--- src/rtl/rebble_spi_rx.sv ---
// ----------------------------------------------------------------------------
// rebble_spi_rx
//
// SPI slave front end of the Rebble display path. The MCU streams command
// bytes over cs/sck/mosi (SPI mode 0, MSB first). This block decodes them
// into 6-bit pixel writes on the frame-buffer write port. The LCD scan-out
// engine reads that buffer. SPI is oversampled in the master clock domain,
// so f_sck must be at most f_clock/8.
//
// Ports
//   clock           in   master clock, rising edge
//   reset           in   asynchronous, active-low reset
//   cs              in   SPI chip select, active-low, asynchronous
//   sck             in   SPI clock, asynchronous
//   mosi            in   SPI data in
//   miso            out  status byte during the command byte, 0 otherwise
//   pixel_in        out  frame-buffer write data {r[1:0],g[1:0],b[1:0]}
//   pixel_waddr     out  frame-buffer write address
//   pixel_write_en  out  one-cycle write strobe
//   frame_ready     out  one-cycle pulse with the write of the last pixel
//   overflow        out  sticky: a write was attempted outside the buffer
//
// FSM states
//   state    | meaning
//   ---------+--------------------------------------------------------------
//   IDLE     | cs high, or cs low without a seen falling edge (after reset)
//   CMD      | receiving the command byte, status byte goes out on miso
//   ADDR_HI  | CMD_WRITE_AT: receiving the high address byte
//   ADDR_LO  | CMD_WRITE_AT: receiving the low address byte
//   DATA     | each byte is one pixel write, address auto-increments
//   DISCARD  | bytes ignored until cs rises (after frame end: they overflow)
// ----------------------------------------------------------------------------
module rebble_spi_rx #(
    parameter int         FB_PIXELS       = 24192,
    parameter int         ADDRW           = 15,
    parameter int         DATAW           = 6,
    parameter logic [7:0] CMD_WRITE_FRAME = 8'h01,
    parameter logic [7:0] CMD_WRITE_AT    = 8'h02
) (
    input  logic             clock,
    input  logic             reset,
    input  logic             cs,
    input  logic             sck,
    input  logic             mosi,
    output logic             miso,
    output logic [DATAW-1:0] pixel_in,
    output logic [ADDRW-1:0] pixel_waddr,
    output logic             pixel_write_en,
    output logic             frame_ready,
    output logic             overflow
);

    localparam int               HIW       = ADDRW - 8;
    localparam logic [ADDRW-1:0] LAST_ADDR = ADDRW'(FB_PIXELS - 1);

    typedef enum logic [2:0] {
        IDLE    = 3'd0,
        CMD     = 3'd1,
        ADDR_HI = 3'd2,
        ADDR_LO = 3'd3,
        DATA    = 3'd4,
        DISCARD = 3'd5
    } state_t;

    state_t state;
    state_t state_nxt;

    // ------------------------------------------------------------------
    // Input synchronizers and edge detection
    // ------------------------------------------------------------------
    logic cs_s1, cs_s2, cs_d;
    logic sck_s1, sck_s2, sck_d;
    logic mosi_s1, mosi_s2;

    // The cs chain resets to "selected" so that a cs already low when reset
    // releases produces no falling edge: the rest of that cs-low period is
    // left in IDLE and ignored until cs rises and falls again.
    always_ff @(posedge clock or negedge reset) begin
        if (!reset) begin
            cs_s1   <= 1'b0;
            cs_s2   <= 1'b0;
            cs_d    <= 1'b0;
            sck_s1  <= 1'b0;
            sck_s2  <= 1'b0;
            sck_d   <= 1'b0;
            mosi_s1 <= 1'b0;
            mosi_s2 <= 1'b0;
        end else begin
            cs_s1   <= cs;
            cs_s2   <= cs_s1;
            cs_d    <= cs_s2;
            sck_s1  <= sck;
            sck_s2  <= sck_s1;
            sck_d   <= sck_s2;
            mosi_s1 <= mosi;
            mosi_s2 <= mosi_s1;
        end
    end

    logic cs_fall, cs_rise, sck_rise, sck_fall;

    assign cs_fall  =  cs_d  & ~cs_s2;
    assign cs_rise  = ~cs_d  &  cs_s2;
    assign sck_rise =  sck_s2 & ~sck_d;
    assign sck_fall = ~sck_s2 &  sck_d;

    // ------------------------------------------------------------------
    // Byte assembly
    // ------------------------------------------------------------------
    logic [2:0]       bit_cnt;
    logic [6:0]       rx_shift;
    logic [6:0]       tx_shift;
    logic [7:0]       rx_byte;
    logic             active;
    logic             byte_done;
    logic [HIW-1:0]   addr_hi;
    logic [ADDRW-1:0] addr;
    logic [ADDRW-1:0] addr_rx;
    logic             addr_oob;
    logic             at_end;
    logic             frame_flag;
    logic             ovf_flag;
    logic [7:0]       status;

    assign active    = (state != IDLE) & ~cs_s2;
    assign rx_byte   = {rx_shift, mosi_s2};
    assign byte_done = active & sck_rise & (bit_cnt == 3'd7);
    assign addr_rx   = {addr_hi, rx_byte};
    assign addr_oob  = 32'(addr_rx) >= 32'(FB_PIXELS);
    assign status    = {1'b1, 5'b0, ovf_flag, frame_flag};

    // ------------------------------------------------------------------
    // FSM next state and control strobes
    // ------------------------------------------------------------------
    logic do_write, do_frame, set_ovf, clr_flags;
    logic addr_clr, hi_ld, addr_ld, end_set;

    always_comb begin
        state_nxt = state;
        do_write  = 1'b0;
        set_ovf   = 1'b0;
        clr_flags = 1'b0;
        addr_clr  = 1'b0;
        hi_ld     = 1'b0;
        addr_ld   = 1'b0;
        end_set   = 1'b0;
        if (cs_rise) begin
            state_nxt = IDLE;
        end else if (cs_fall) begin
            state_nxt = CMD;
        end else if (byte_done) begin
            case (state)
                CMD: begin
                    clr_flags = 1'b1;
                    if (rx_byte == CMD_WRITE_FRAME) begin
                        addr_clr  = 1'b1;
                        state_nxt = DATA;
                    end else if (rx_byte == CMD_WRITE_AT) begin
                        state_nxt = ADDR_HI;
                    end else begin
                        state_nxt = DISCARD;
                    end
                end
                ADDR_HI: begin
                    hi_ld     = 1'b1;
                    state_nxt = ADDR_LO;
                end
                ADDR_LO: begin
                    if (addr_oob) begin
                        set_ovf   = 1'b1;
                        state_nxt = DISCARD;
                    end else begin
                        addr_ld   = 1'b1;
                        state_nxt = DATA;
                    end
                end
                DATA: begin
                    do_write = 1'b1;
                    if (addr == LAST_ADDR) begin
                        end_set   = 1'b1;
                        state_nxt = DISCARD;
                    end
                end
                DISCARD: begin
                    // Past the last pixel there is no wrap; more pixels overflow.
                    set_ovf = at_end;
                end
                default: state_nxt = IDLE;
            endcase
        end
    end

    assign do_frame = do_write & (addr == LAST_ADDR);

    always_ff @(posedge clock or negedge reset) begin
        if (!reset) begin
            state <= IDLE;
        end else begin
            state <= state_nxt;
        end
    end

    // ------------------------------------------------------------------
    // Datapath
    // ------------------------------------------------------------------
    always_ff @(posedge clock or negedge reset) begin
        if (!reset) begin
            bit_cnt  <= 3'd0;
            rx_shift <= 7'd0;
        end else if (cs_fall || cs_rise) begin
            bit_cnt  <= 3'd0;
        end else if (active && sck_rise) begin
            bit_cnt  <= bit_cnt + 3'd1;
            rx_shift <= rx_byte[6:0];
        end
    end

    // Status goes out MSB first; bit 7 is driven directly at cs fall and the
    // remaining bits shift out on successive sck falls, then zeros.
    always_ff @(posedge clock or negedge reset) begin
        if (!reset) begin
            tx_shift <= 7'd0;
            miso     <= 1'b0;
        end else if (cs_fall) begin
            tx_shift <= status[6:0];
            miso     <= status[7];
        end else if (cs_rise) begin
            tx_shift <= 7'd0;
            miso     <= 1'b0;
        end else if (active && sck_fall) begin
            tx_shift <= {tx_shift[5:0], 1'b0};
            miso     <= tx_shift[6];
        end
    end

    always_ff @(posedge clock or negedge reset) begin
        if (!reset) begin
            addr_hi <= '0;
            addr    <= '0;
            at_end  <= 1'b0;
        end else begin
            if (hi_ld) begin
                addr_hi <= rx_byte[HIW-1:0];
            end
            if (addr_clr) begin
                addr <= '0;
            end else if (addr_ld) begin
                addr <= addr_rx;
            end else if (do_write && !do_frame) begin
                addr <= addr + ADDRW'(1);
            end
            if (cs_fall) begin
                at_end <= 1'b0;
            end else if (end_set) begin
                at_end <= 1'b1;
            end
        end
    end

    always_ff @(posedge clock or negedge reset) begin
        if (!reset) begin
            pixel_in       <= '0;
            pixel_waddr    <= '0;
            pixel_write_en <= 1'b0;
            frame_ready    <= 1'b0;
            overflow       <= 1'b0;
        end else begin
            pixel_write_en <= do_write;
            frame_ready    <= do_frame;
            if (do_write) begin
                pixel_in    <= rx_byte[DATAW-1:0];
                pixel_waddr <= addr;
            end
            if (set_ovf) begin
                overflow <= 1'b1;
            end
        end
    end

    // Set has priority over the clear issued by a completed command byte.
    always_ff @(posedge clock or negedge reset) begin
        if (!reset) begin
            frame_flag <= 1'b0;
            ovf_flag   <= 1'b0;
        end else begin
            if (do_frame) begin
                frame_flag <= 1'b1;
            end else if (clr_flags) begin
                frame_flag <= 1'b0;
            end
            if (set_ovf) begin
                ovf_flag <= 1'b1;
            end else if (clr_flags) begin
                ovf_flag <= 1'b0;
            end
        end
    end

endmodule

--- config.mk ---
export PLATFORM = sky130hd
export DESIGN_NAME = rebble_spi_rx
export DESIGN_NICKNAME = d
export VERILOG_FILES = /design/src/rtl/rebble_spi_rx.sv
export SDC_FILE = /design/constraint.sdc
export NUM_CORES = 1
export LEC_CHECK = 0
export BUFFER_PORTS_ARGS = -buffer_cell sky130_fd_sc_hd__buf_2
export CORE_MARGIN = 2
export CORE_UTILIZATION = 50
export DETAILED_ROUTE_END_ITERATION = 10
export HOLD_SLACK_MARGIN = 0.06
export PLACE_DENSITY = 0.75
export SETUP_SLACK_MARGIN = 0.02
export SYNTH_ARGS = -nofsm -noshare
export SYNTH_HDL_FRONTEND = slang
export SYNTH_SLANG_ARGS = --single-unit
--- constraint.sdc ---
create_clock -name clock -period 2.56 [get_ports clock]
set_clock_uncertainty 0.15 [all_clocks]
set_input_delay 0.512 -clock clock [delete_from_list [all_inputs] [get_ports clock]]
set_output_delay 0.512 -clock clock [all_outputs]
set_load 0.1 [all_outputs]
**After elaboration in Yosys (flattened, before gate mapping)**

Index checks and enable logic that the tools add are counted.

- $add $sub $neg: 2
- $lt $le $gt $ge: 1
- Eq/ne operators: 11
- Multiplexer cells: 56
- Bitwise operators: 13
- Reduce and logical (&&, ||, !) cells: 15

Operators by type and width:

| operator | number |
|---|---|
| two-way mux 15 bit | 3 |
| two-way mux 1 bit | 40 |
| two-way mux 3 bit | 8 |
| two-way mux 7 bit | 3 |
| adder 15 x 1 -> 15 bit (second input constant) | 1 |
| == test 15 bit (second input constant) | 1 |
| >= comparator 15 bit (second input constant) | 1 |
| case mux 3 bit (5 select lines) | 1 |
| nonzero test 3 bit | 4 |
| == test 3 bit (second input constant) | 3 |
| bitwise AND 1 bit | 8 |
| == test 8 x 1 -> 1 bit (second input constant) | 1 |
| == test 8 x 2 -> 1 bit (second input constant) | 1 |
| nonzero test 2 bit | 4 |
| == test 3 x 2 -> 1 bit (second input constant) | 2 |
| NOT 1 bit | 5 |
| inequality test 4 bit (second input constant) | 1 |
| adder 3 x 1 -> 3 bit (second input constant) | 1 |
| == test 3 x 1 -> 1 bit (second input constant) | 1 |
| logical AND 1 bit | 3 |
| inequality test 3 bit (second input constant) | 1 |
| AND reduction 3 bit | 1 |
| case mux 1 bit (2 select lines) | 1 |
| AND reduction 2 bit | 1 |
| 2 further kinds | 2 |

- Flip-flop bits (word level): 78
- Input bits: 5
- Output and inout port bits: 25
- Word-level logic and storage cells: 121

**Logic depth before layout (Yosys ltp)**

- Word-level depth: 13
- Depth in mapped cells: 10
- Gate-level depth less buffers: 7

**Worst setup path after synthesis**

Ideal clock, no wire load.

- Kind: reg-to-reg
- Start: register cs_s2
- End: register addr[10]
- Library setup time: 76 ps
- Data arrival time: 2017 ps
- Required time: 2334 ps
- Setup slack: 317 ps
- Cell stages (with the launch flop): 11
- Buffers on the path: 3
- Period minus slack after synthesis: 2243 ps
- Path through: dfrtp_1 inv_1 ha_1 clkbuf_1 nor2_1 clkbuf_1 nand3_1 clkbuf_1 nor4b_1 a311oi_1 o21ai_1

- Word-level cells in the longest chain between the ends: 11
- Elaborated cells between the ends (all ways): 21
- Those cells by class: mux: 11; bitwise: 7; reduce/logical: 3

RTL lines:

| element | line | text |
|---|---|---|
| start: declaration | 71 | `logic cs_s1, cs_s2, cs_d;` |
| start signal: assignment | 90 | `cs_s2 <= cs_s1;` |
| NOT 1 bit | 102, 125 |  |
| bitwise AND 1 bit | 125 | `assign active = (state != IDLE) & ~cs_s2;` |
| bitwise AND 1 bit (2 in a row) | 127 | `assign byte_done = active & sck_rise & (bit_cnt == 3'd7);` |
| two-way mux 1 bit | 151 | `end else if (byte_done) begin` |
| two-way mux 1 bit | 149 | `end else if (cs_fall) begin` |
| two-way mux 1 bit | 147 | `if (cs_rise) begin` |
| bitwise AND 1 bit | 193 | `assign do_frame = do_write & (addr == LAST_ADDR);` |
| logical NOT 1 bit | 249 | `end else if (do_write && !do_frame) begin` |
| logical AND 1 bit | 249 |  |
| nonzero test 3 bit (no line) | - |  |
| end signal: assignment | 248 | `addr <= addr_rx;` |
| end signal: assignment | 250 | `addr <= addr + ADDRW'(1);` |
| end: declaration | 117 | `logic [ADDRW-1:0] addr;` |

Several ways; a longest one is shown, not always the timed one.
A chain may end at the register's enable or synchronous reset.

**Worst setup path after layout**

- Start: register bit_cnt[0]
- End: register addr[14]

- Word-level cells in the longest chain between the ends: 9
- Elaborated cells between the ends (all ways): 17
- Those cells by class: eq/ne: 1; mux: 11; bitwise: 2; reduce/logical: 3

RTL lines:

| element | line | text |
|---|---|---|
| start: declaration | 110 | `logic [2:0] bit_cnt;` |
| start signal: assignment | 213 | `bit_cnt <= bit_cnt + 3'd1;` |
| == test 3 bit (*) | 127 |  |
| bitwise AND 1 bit (*) | 127 |  |
| two-way mux 1 bit | 151 |  |
| two-way mux 1 bit | 149 |  |
| two-way mux 1 bit | 147 |  |
| bitwise AND 1 bit | 193 |  |
| logical NOT 1 bit | 249 |  |
| logical AND 1 bit | 249 |  |
| nonzero test 3 bit (no line) | - |  |

Every way passes the cells marked *; elsewhere a longest branch is shown, timed or not.

==> flow_metrics.tcl <==
set metrics [dict create \
    cp-start-kind "register" \
    rrSetupSlack_ns 0.20 \
    ys_ff_latch 78 \
    path_buf_inv 1 \
    final_util 0.5876 \
    area.growth.synth_to_final_pct 14.42 \
    antenna_found_initial 0 \
    power_density_mw_per_mm2 635.8 \
    initial_core_util 0.5135 \
    grtUsageTotal 0.2020 \
    fin_hold_ws_ns 0.1048 \
    wl_per_cell_um 15.29 \
    fin_cells 510 \
    drv_cap 0 \
    wl_um 7796 \
    setup_ws_ns 0.2025 \
    worstReg2RegEnd "addr[14]" \
    drive_gt1_frac 0.2190 \
    multi_input_area_mm2 0.001560 \
    num_io_pins 30 \
    coreArea_mm2 0.007214 \
    die_w_um 90.08 \
    max_freq_ghz 0.4242 \
    crit_type "register to register" \
    crit_path_cell_trace "ha_1 > ha_1 > and4bb_2 > nand4_1 > nor2_1 > buf_4 > o311ai_0 > o211ai_2" \
    synthesis.area_mm2 0.003705 \
    worst_slew_pin_slew_ns 1.103 \
    grt_start_max_net_pins 46 \
    remaining_drc_errors 0 \
    status "completed" \
    setup_viol 0 \
    synth_edf_count 0 \
    antenna_left 0 \
    cts_num_sinks 78 \
    crit_family "simple AND/OR/NAND/NOR gates" \
    period_needed_ns 2.358 \
    vias 2897 \
    clkLatencyLatePin_ns 0.36 \
    fin_crit_sh 0.9209 \
    grt_overflow 0 \
    path_clk_slew_ns 0.07 \
    finalInstanceArea_mm2 0.004239 \
    crit_fanout 6 \
    grt_pass1_vias 2782 \
    io_buffer_count 29 \
    drt_iter0_drc 297 \
    yosys_warnings 0 \
    ys.flop_type "dfrtp_1" \
    cp_data_arrival_time_ns 2.49 \
    regArea_mm2 0.001952 \
    endpoint "addr[14]" \
    critPathMaxStageDelay_ns 0.41 \
    critPathSlowestCell "nor2_1" \
    first_pass_iters 5 \
    cts_tree "yes" \
    hpwlAfterDp_um 5532 \
    diodes 0 \
    rows 31 \
    post_dp_cell_area_mm2 0.004048 \
    avgSynthCellArea_um2 10.18 \
    cts_resized 0 \
    vias_per_cell 5.680 \
    ys_types 59 \
    cp-end-kind "register" \
    p_leak_nw 1.997 \
    die-area_mm2 0.008114 \
    dp_slack_ns 0.2753 \
    crit_required_ns 2.69 \
    r2r_cells 8 \
    nFillCells 641 \
    hold_viol_final 0 \
    die_height_um 90.08 \
    drv_slew 0 \
    htreeDepth 3 \
    cts.path.max_buffers 2 \
    grt_pass1_wl_um 13160 \
    numCtsBuffers 9 \
    worstHoldPathType "input port to register" \
    placed_cells 493 \
    crit_cells 8 \
    power_mw 2.695 \
    nets 416 \
    path_common_cell "ha_1" \
    synth_cells 364 \
    r2r_start "bit_cnt[0]" \
    rsz0062_at_grt "no" \
    critPathLaunch "bit_cnt[0]" \
    syn_nets 374 \
    vdd_drop_max_v 0.0003514 \
    root_buffer "clkbuf_8" \
    relSlewSlack 0.2564 \
    place.gp.congestion 1.062 \
    yosysSeqAreaShare 0.5268 \
    tns_ns 0 \
    ys_async_sr_fraction 1.000 \
]
registers in the layout, summed over array words and instances, names as in the netlist, 3 cells and up:
signal	flops
addr_hi	7
pixel_in	6
pixel_waddr	15
rx_shift	7
bit_cnt	3
addr	15
state	3
tx_shift	7
what timing repair did:
item / CTS / global route
endpoints found under the hold margin: 33 / 0
setup buffers: 0 / 0
hold buffers: 1 / 0
endpoints found under the setup margin: 0 / 0
final cells by class:
cell class | count | share of cell area
Clock buffer | 11 | 0.03099
Clock inverter | 5 | 0.01181
Inverter | 31 | 0.02745
Multi-Input combinational cell | 238 | 0.3681
Sequential cell | 78 | 0.4604
Tap cell | 99 | 0.02922
Timing Repair Buffer | 48 | 0.07202
cell families after synthesis:
logic type	after synthesis	synth area share
simple gates	133	0.1982
compound gates	81	0.1513
flops	78	0.5268
buf+inv	48	0.05201
mux	16	0.04762
fa+ha+maj	5	0.01689
xor+xnor	3	0.007093
worst min-delay path by stage:
| stage | from | to | slack (ns) | cells past startpoint |
|---|---|---|---|---|
| after global placement | mosi_s1 | mosi_s2 | 0.18 | 0 |
| after CTS | mosi | mosi_s1 | 0.1 | 1 |
| final | mosi | mosi_s1 | 0.10 | 1 |
| after global routing | mosi | mosi_s1 | 0.1 | 1 |
| after detailed placement | cs_s1 | cs_s2 | 0.19 | 0 |
| after floorplan | reset | addr[0] | 0.07 | 0 |
per-layer routing:
| metal | global-route usage | up-vias | routed length (µm) |
|---|---|---|---|
| met5 | 0 | - | 0 |
| met4 | 0.09615 | 0 | 208 |
| met3 | 0.04694 | 24 | 509 |
| met2 | 0.2995 | 114 | 3481 |
| met1 | 0.2813 | 1370 | 3596 |
| li1 | - | 1389 | - |
report_power, final:
part	switching [mW]	internal, mW
registers	0.113	1.30
logic	0.232	0.182
clock network	0.429	0.444
worst reg2reg max path: cells and delay by family (launching register included):
family	cells	cell delay, ns
fa+ha+maj	2	0.30
simple gates	3	1.01
flops	1	0.38
buf+inv	1	0.21
compound gates	2	0.24
placed cells by master (no fill, tap or decap), drive strengths merged, types with 4 or more instances in the layout:
master,count
o211ai,6
nor4,8
nor4b,4
nor2,13
dfrtp,78
mux2,13
buf,47
o22ai,4
or3,6
nor3b,6
nand4,5
ha,5
nor3,9
clkbuf,11
a22oi,7
inv,31
nand3,12
o21ai,37
a21oi,5
nor2b,4
clkinv,4
nand2,47
Yosys cell counts (3+ instances only):
master    instances  area (µm²)
nand2_1          47       176.4
nor2b_1           4       25.02
o21ai_1           5       25.02
o21ai_0          32       160.2
ha_1              5       62.56
and2_1            3       18.77
o211ai_2          4       50.05
nor3_1            9       45.04
buf_2             4       20.02
clkbuf_1         12       45.04
nand4_1           4       25.02
dfrtp_1          78        1952
mux2i_1           3       30.03
nor4_1            7       43.79
a31oi_1           3       18.77
o22ai_2           3       37.54
inv_1            31       116.4
mux2_2           13       146.4
nor2_1           12       45.04
nor3b_1           5       37.54
nand3_1          12       60.06
a21oi_1           5       25.02
or3_1             6       37.54
a22oi_1           7       52.55
nor4b_1           4       35.03
(Power assumes the default switching activity.)
